[src/rtl/serial_adder_pkg.sv]
// Shared definitions for the bit-serial adder: FSM state encodings and
// the default operand width.
package serial_adder_pkg;

    localparam int DEFAULT_WIDTH = 8;

    typedef enum logic [1:0] {
        IDLE  = 2'd0,
        SHIFT = 2'd1,
        DONE  = 2'd2
    } state_e;

endpackage

[src/rtl/full_adder.sv]
// One-bit full adder, the per-bit arithmetic cell of the serial adder.
module full_adder (
    input  logic x,
    input  logic y,
    input  logic cin,
    output logic sum,
    output logic cout
);

    assign sum  = x ^ y ^ cin;
    assign cout = (x & y) | (cin & (x ^ y));

endmodule

[src/rtl/serial_adder.sv]
// Bit-serial adder: adds a + b + cin one bit per clock, LSB first, and
// presents a registered sum/cout with a one-cycle done pulse.
module serial_adder
    import serial_adder_pkg::*;
#(
    parameter int WIDTH = DEFAULT_WIDTH
) (
    input  logic             clk,
    input  logic             rst_n,
    input  logic             start,
    input  logic [WIDTH-1:0] a,
    input  logic [WIDTH-1:0] b,
    input  logic             cin,
    output logic             busy,
    output logic             done,
    output logic [WIDTH-1:0] sum,
    output logic             cout
);

    localparam int                CNT_W    = $clog2(WIDTH + 1);
    localparam logic [CNT_W-1:0]  LAST_BIT = CNT_W'(WIDTH - 1);

    state_e            state_q, state_d;
    logic [WIDTH-1:0]  a_sr_q, a_sr_d;
    logic [WIDTH-1:0]  b_sr_q, b_sr_d;
    // Holds the WIDTH-1 sum bits produced so far; the final bit joins them
    // directly on the way into sum_q.
    logic [WIDTH-2:0]  res_sr_q, res_sr_d;
    logic [WIDTH-1:0]  res_ext;
    logic              carry_q, carry_d;
    logic [CNT_W-1:0]  cnt_q, cnt_d;
    logic [WIDTH-1:0]  sum_q, sum_d;
    logic              cout_q, cout_d;
    logic              fa_sum, fa_cout;

    full_adder u_fa (
        .x    (a_sr_q[0]),
        .y    (b_sr_q[0]),
        .cin  (carry_q),
        .sum  (fa_sum),
        .cout (fa_cout)
    );

    assign res_ext = {fa_sum, res_sr_q};

    always_comb begin
        // NOTE: every signal assigned in this block gets a default first, so
        // no path through the case can leave one unassigned and infer a latch.
        state_d  = state_q;
        a_sr_d   = a_sr_q;
        b_sr_d   = b_sr_q;
        res_sr_d = res_sr_q;
        carry_d  = carry_q;
        cnt_d    = cnt_q;
        sum_d    = sum_q;
        cout_d   = cout_q;

        unique case (state_q)
            IDLE: begin
                if (start) begin
                    a_sr_d  = a;
                    b_sr_d  = b;
                    carry_d = cin;
                    cnt_d   = '0;
                    state_d = SHIFT;
                end
            end
            SHIFT: begin
                a_sr_d   = a_sr_q >> 1;
                b_sr_d   = b_sr_q >> 1;
                res_sr_d = res_ext[WIDTH-1:1];
                carry_d  = fa_cout;
                cnt_d    = cnt_q + 1'b1;
                if (cnt_q == LAST_BIT) begin
                    sum_d   = res_ext;
                    cout_d  = fa_cout;
                    state_d = DONE;
                end
            end
            DONE: begin
                state_d = IDLE;
            end
            default: begin
                state_d = IDLE;
            end
        endcase
    end

    // NOTE: sequential state uses non-blocking assignments so every flop
    // samples the pre-edge values, independent of statement order.
    always_ff @(posedge clk or negedge rst_n) begin
        if (!rst_n) begin
            state_q  <= IDLE;
            a_sr_q   <= '0;
            b_sr_q   <= '0;
            res_sr_q <= '0;
            carry_q  <= 1'b0;
            cnt_q    <= '0;
            sum_q    <= '0;
            cout_q   <= 1'b0;
        end else begin
            state_q  <= state_d;
            a_sr_q   <= a_sr_d;
            b_sr_q   <= b_sr_d;
            res_sr_q <= res_sr_d;
            carry_q  <= carry_d;
            cnt_q    <= cnt_d;
            sum_q    <= sum_d;
            cout_q   <= cout_d;
        end
    end

    assign busy = (state_q == SHIFT);
    assign done = (state_q == DONE);
    assign sum  = sum_q;
    assign cout = cout_q;

endmodule

[config.mk]
export PLATFORM = sky130hd
export DESIGN_NAME = serial_adder
export DESIGN_NICKNAME = d
export VERILOG_FILES = /design/src/rtl/serial_adder_pkg.sv /design/src/rtl/full_adder.sv /design/src/rtl/serial_adder.sv
export SDC_FILE = /design/constraint.sdc
export NUM_CORES = 1
export LEC_CHECK = 0
export ABC_CLOCK_PERIOD_IN_PS = 1750
export CAP_MARGIN = 20
export CELL_PAD_IN_SITES_DETAIL_PLACEMENT = 1
export CELL_PAD_IN_SITES_GLOBAL_PLACEMENT = 1
export CORE_UTILIZATION = 41
export CTS_BUF_LIST = sky130_fd_sc_hd__clkbuf_4
export CTS_CLUSTER_DIAMETER = 200
export DETAILED_ROUTE_END_ITERATION = 10
export PLACE_DENSITY_LB_ADDON = 0.1
export SETUP_SLACK_MARGIN = 0.5
export SYNTH_ARGS = -nofsm -noshare
export SYNTH_HDL_FRONTEND = slang
export SYNTH_SLANG_ARGS = --single-unit
[constraint.sdc]
create_clock -name clk -period 1.75 [get_ports clk]
set_clock_uncertainty 0.15 [all_clocks]
set_input_delay 0.525 -clock clk [delete_from_list [all_inputs] [get_ports clk]]
set_output_delay 0.525 -clock clk [all_outputs]
set_load 0.02 [all_outputs]
==> results of run 1 <==
[how the worst max path moves through the flow]
stage / slack [ns] / end / cells after the start
finish: -0.07 / busy / 3
global route: -0.13 / done / 4
CTS: -0.04 / busy / 3
detailed placement: -0.20 / a_sr_q[1] / 5
global placement: -0.18 / busy / 3
floorplan: 0.18 / cout / 4
[where the power goes]
group          leakage, nW  switching, W  internal, W
Sequential           0.505      0.000334      0.00128
Clock               0.0417      0.000318     0.000310
Combinational        0.691       0.00136      0.00169
Total                 1.24       0.00201      0.00328
[cell type report]
| cell class | instances | area, µm² | area share [%] |
|---|---|---|---|
| multi-input cells | 102 | 764 | 28.8 |
| flip-flops and latches | 39 | 977 | 36.8 |
| clock inverters | 1 | 30.0 | 1.13 |
| repair buffers | 70 | 758 | 28.5 |
| inverters | 2 | 22.5 | 0.847 |
| well taps | 48 | 60.1 | 2.26 |
| clock buffers | 6 | 45.0 | 1.69 |
[metrics by stage]
step                      hold slack, ns  setup TNS (ns)
after floorplan                   0.0794               0
after global placement             0.304           -1.57
after detailed placement           0.320           -2.91
after CTS                        -0.0718         -0.0820
after global routing             -0.0830          -0.610
final                            -0.0779          -0.126
[Yosys cell counts]
master / number / share of area (%)
nand2_1: 40 / 9.2
dfrtp_1: 39 / 60
o21ai_0: 17 / 5.2
a22oi_1: 15 / 6.9
mux2_2: 10 / 6.9
clkbuf_1: 5 / 1.2
buf_2: 3 / 0.92
nand3_1: 3 / 0.92
nor2_1: 3 / 0.69
nor2b_1: 3 / 1.2
a22o_1: 2 / 1.1
a21oi_1: 1 / 0.31
a31oi_1: 1 / 0.38
a32o_1: 1 / 0.61
clkinv_1: 1 / 0.23
fa_1: 1 / 1.2
ha_1: 1 / 0.77
inv_1: 1 / 0.23
nand2b_1: 1 / 0.38
nor3_4: 1 / 1.0
o21bai_1: 1 / 0.46
or3_1: 1 / 0.38
[cell families after synthesis]
family / Yosys count
simple gates: 52
flops: 39
compound gates: 38
buf+inv: 10
mux: 10
fa+ha+maj: 2
[routing by layer]
| layer | wire length [µm] | GRT usage [%] | up-vias |
|---|---|---|---|
| met5 | 0 | 0 | - |
| met4 | 150 | 12.0 | 0 |
| met3 | 245 | 5.63 | 13 |
| met2 | 3340 | 43.8 | 56 |
| met1 | 2070 | 25.3 | 747 |
| li1 | - | - | 661 |
[flip-flops by register name, indices dropped and copies added (netlist names)]
name / flops
carry_q: 1
b_sr_q: 8
cout: 1
a_sr_q: 8
state_q: 2
cnt_q: 4
res_sr_q: 7
sum: 8
[worst max-delay path: cells and delay by family, from the launching register on]
family,cells,cell delay (ns)
and+or+nand+nor,1,0.13
buffers and inverters,2,0.18
DFF,1,0.47
[what timing repair did]
item | CTS | global route
buffers inserted | 7 | 17
setup endpoints to repair | 50 | 50
pin swaps | 5 | 9
cloned | 1 | 0
gates resized for setup | 99 | 44
endpoints found under the hold margin | 16 | 16
==> reports/results.txt, run 1 <==
status - finished with violations
failing checks - hold timing, setup timing
# rows - 22
unrepaired setup endpoints after global routing - true
Area growth syn-to-layout - 63.0%
total gr overflow - 0
Antenna diodes - 0
Clock Pin Slew Worst Setup and Hold Paths - 0.12 ns
adder-cell share of the synthesized area - 2.00%
Layout Cells excl Fill - 268
Final Cycle Share - 104%
worst-margin pin slew - 0.417 ns
IO buf count - 30
Min Hold Slack - -0.0779 ns
final setup margin - -0.0687 ns
largest net degree at the start of global routing - 24
commonest non-fill, non-tap cell in the layout - dfrtp_1
drt pass-1 iters - 4
final hold viol count - 16
Clock Tree Buf Depth - 2
dpl cells - 236
Setup crit start - state_q[0]
syn avg cell area - 10.8 µm²
vias in the first global route - 1512
Vias - 1477
Tot GR Track Use - 23.9%
Worst Reg-to-Reg Cells - 5
Slew HR - 72.2%
TritonCTS clock tree - built
Pwr Total - 0.00529 W
post-synthesis compound-gate area fraction - 15.0%
WL per Instance - 21.7 µm
Final Util - 71.0%
chip width - 65.1 µm
Pwr Density - 1990 nW/µm²
Die Span Y - 65.1 µm
total wire length - 5800 µm
Hold Path Class - primary input to async pin
CORE AREA - 3740 µm²
final instance area - 2660 µm²
CP Launch Type - flop
Crit Path Category - flop to output port
global-route wire length before repair - 7290 µm
clk_lat worst skew - 0.37 ns
Final HPWL DP - 2830 µm
layout cell share with drive strength beyond 1 - 45.9%
Starting Density - 43.5%
Max Clock Freq - 550 MHz
Crit Reg-Reg Startpoint - state_q[1]
commonest cells after routing, fill and taps aside - dfrtp_1 (38), nand2_1 (27), buf_6 (25), buf_4 (18), clkdlybuf4s50_1 (17)
cts bufs inserted - 5
H-tree levels - 2
max-slew violation count - 0
antenna violations before repair - 0
placed standard-cell area - 2120 µm²
CP Capture Type - output port
CP arrival - 1.14 ns
Max FO, Critical Path - 3
FF+latch count, synth - 39
Clock Sink Count - 39
synth warn - 0
pre-CTS setup slack - -0.197 ns
Antenna Nets Post-Route - 0
reg2reg setup slack - 0.01 ns
DRC viols - 0
CP Data Required Time - 1.07 ns
Layout fillers - 361
CP max stage cell - dfrtp_2
proportion of synthesized area in mux cells - 6.91%
Net Count, Synth - 173
Worst R2R End - sum[2]
die area - 4230 µm²
io pins - 31
Nets - 242
register area share after synthesis - 59.9%
crit-path cells - nand2b_4 -> clkinv_8 -> buf_8
Max VDD drop - 0.00145 V
post-synthesis simple-gate area fraction - 13.7%
final setup fails - 2
Post-Synth XOR/XNOR Area - 0%
Critical Path Max Stage Delay - 0.47 ns
Netlist cell types - 22
fin crit period - 1.82 ns
vias per inst - 5.51
GP Congestion - 0.712
DRT iter0 DRCs - 55
largest family of logic cells by synthesized area - compound AO/OA/AOI/OAI gates
leak pwr - 1.24 nW
synthesized instance count - 151
root buf cell - clkbuf_4
mapped cell area - 1630 µm²
max cap viols - 0
No activity file was read; power rests on OpenSTA's default activity.
==> run 2: changes to the inputs <==
- CAP_MARGIN: 20 -> 10
- CORE_MARGIN: default -> 4
==> run 2 against run 1 <==
The flow still finishes with violations (hold timing, setup timing); first-iteration DRC count is 22% lower; register-to-register slack worse by 0.04 ns; critical endpoint unchanged; setup slack better by 0.011 ns; via count is 0.14% lower; largest cell class unchanged; power is 6.8% lower; maximum frequency is 0.61% higher; hold slack better by 0.0051 ns; wire length is 1.8% lower; global-route usage is 5.4 points lower; clock power is 21% lower; design area is 0.24% higher.
==> reports/results.txt, run 2 (synthesis gave the netlist of run 1 again) <==
Area growth syn-to-layout - 63.4%
CORE AREA - 3740 µm² (unchanged)
Worst Reg-to-Reg Cells - 5 (unchanged)
Max Clock Freq - 553 MHz (+0.61%)
total wire length - 5700 µm (-1.8%)
Max FO, Critical Path - 3 (unchanged)
Worst R2R End - sum[4]
leak pwr - 1.27 nW (+2.3%)
clk_lat worst skew - 0.36 ns (about the same)
worst-margin pin slew - 0.427 ns (+0.0105 ns)
Tot GR Track Use - 18.5% (-5.4 points)
Pwr Density - 1850 nW/µm² (-7.0%)
Layout Cells excl Fill - 271 (+1.1%)
commonest cells after routing, fill and taps aside - dfrtp_1 (38), nand2_1 (26), buf_6 (26), buf_4 (22), clkdlybuf4s50_1 (17)
Pwr Total - 0.00493 W (-6.8%)
Critical Path Sink - busy
Final Cycle Share - 103% (-0.63 points)
IO buf count - 30 (unchanged)
Min Hold Slack - -0.0728 ns (+0.00513 ns)
status - finished with violations
vias per inst - 5.44 (-1.2%)
DRC viols - 0 (unchanged)
CP Launch Type - flop
final setup margin - -0.0576 ns (+0.0111 ns)
Max VDD drop - 0.00115 V (-21%)
io pins - 31 (unchanged)
failing checks - hold timing, setup timing
CP Data Required Time - 1.07 ns (about the same)
crit-path cells - nand2b_4 -> clkinv_8 -> buf_6
Clock Sink Count - 39 (unchanged)
CP arrival - 1.13 ns (about the same)
Worst path depth - 3 (unchanged)
final hold viol count - 16 (unchanged)
die area - 5050 µm² (+19%)
Antenna Nets Post-Route - 0 (unchanged)
Die Span Y - 71.1 µm (+9.2%)
global-route wire length before repair - 7380 µm (+1.2%)
final instance area - 2660 µm² (+0.24%)
GP Congestion - 0.802 (+13%)
placed standard-cell area - 2130 µm² (+0.12%)
CP Capture Type - output port
max-slew violation count - 0 (unchanged)
Hold Path Class - primary input to async pin
unrepaired setup endpoints after global routing - true
# rows - 22 (unchanged)
Clock Pin Slew Worst Setup and Hold Paths - 0.12 ns (about the same)
H-tree levels - 2 (unchanged)
max cap viols - 0 (unchanged)
Final HPWL DP - 2780 µm (-1.6%)
Antenna diodes - 0 (unchanged)
Nets - 244 (+0.83%)
worst path bufs/invs - 2 (unchanged)
cts bufs inserted - 5 (unchanged)
DRT iter0 DRCs - 43 (-22%)
final setup fails - 12 (+10)
total gr overflow - 0 (unchanged)
Starting Density - 43.5% (unchanged)
dpl cells - 238 (+0.85%)
TritonCTS clock tree - built
largest net degree at the start of global routing - 24 (unchanged)
Setup crit start - state_q[0]
antenna violations before repair - 0 (unchanged)
commonest non-fill, non-tap cell in the layout - dfrtp_1
TNS Setup - -0.404 ns (-0.277 ns)
Crit Path Category - flop to output port
fin crit period - 1.81 ns (-0.0111 ns)
Layout fillers - 372 (+3.0%)
Clock Tree Buf Depth - 2 (unchanged)
Vias - 1475 (-0.14%)
reg2reg setup slack - -0.03 ns (-0.04 ns)
Critical Path Max Stage Delay - 0.47 ns (about the same)
chip width - 71.1 µm (+9.2%)
Crit Reg-Reg Startpoint - cnt_q[0]
Final Util - 71.2% (+0.17 points)
layout cell share with drive strength beyond 1 - 47.5% (+1.6 points)
Slew HR - 71.5% (-0.70 points)
delay-heaviest family, CP - flip-flops
drt pass-1 iters - 4 (unchanged)
CP max stage cell - dfrtp_2
WL per Instance - 21.0 µm (-2.9%)
root buf cell - clkbuf_4
vias in the first global route - 1489 (-1.5%)
## run 2: cell types whose count changed in the layout (fill, tap and decap cells not counted), sizes merged
cell	previous run	this run
clkbuf	6	7
bufbuf	1	0
buf	51	54
bufinv	1	0
clkinv	1	2
## run 2: final cells by class
class                      instances  area (µm²)  share of cell area, %
sequential                        39         977                   36.7
multi-input combinational        102         810                   30.4
timing repair buffer              72         737                   27.7
tap                               48        60.1                   2.25
clock buffer                       7        52.6                   1.97
inverter                           2        22.5                  0.845
clock inverter                     1        5.00                  0.188
## run 2: through the flow
step                      worst slack (ns)  hold WS (ns)
after floorplan                      0.182        0.0794
after global placement              -0.182         0.305
after detailed placement            -0.230         0.323
after CTS                          -0.0392       -0.0569
after global routing                -0.134       -0.0693
final                              -0.0576       -0.0728
## run 2: metal layers
layer | up-vias | wire (µm) | track usage (%)
met5 | - | 0 | 0
met4 | 0 | 78 | 3.76
met3 | 7 | 183 | 3.27
met2 | 42 | 3160 | 33.8
met1 | 761 | 2270 | 22.7
li1 | 665 | - | -
## run 2: worst min path at each step
stage / from / endpoint / slack, ns
floorplan: rst_n / a_sr_q[0] / 0.08
global placement: res_sr_q[0] / res_sr_q[0] / 0.30
detailed placement: rst_n / res_sr_q[1] / 0.32
CTS: rst_n / res_sr_q[1] / -0.06
global route: rst_n / res_sr_q[0] / -0.07
finish: rst_n / res_sr_q[0] / -0.07
## run 2: what timing repair did
action | CTS | global route
gates cloned | 2 | 0
endpoints found under the hold margin | 16 | 16
pin swaps | 3 | 20
resized for setup | 116 | 41
endpoints found under the setup margin | 50 | 50
buffers inserted | 10 | 13
## run 2: power by group
group	switching (W)	internal, W	total (W)
Clock	0.000307	0.000188	0.000495
Combinational	0.00131	0.00149	0.00280
Sequential	0.000358	0.00128	0.00164
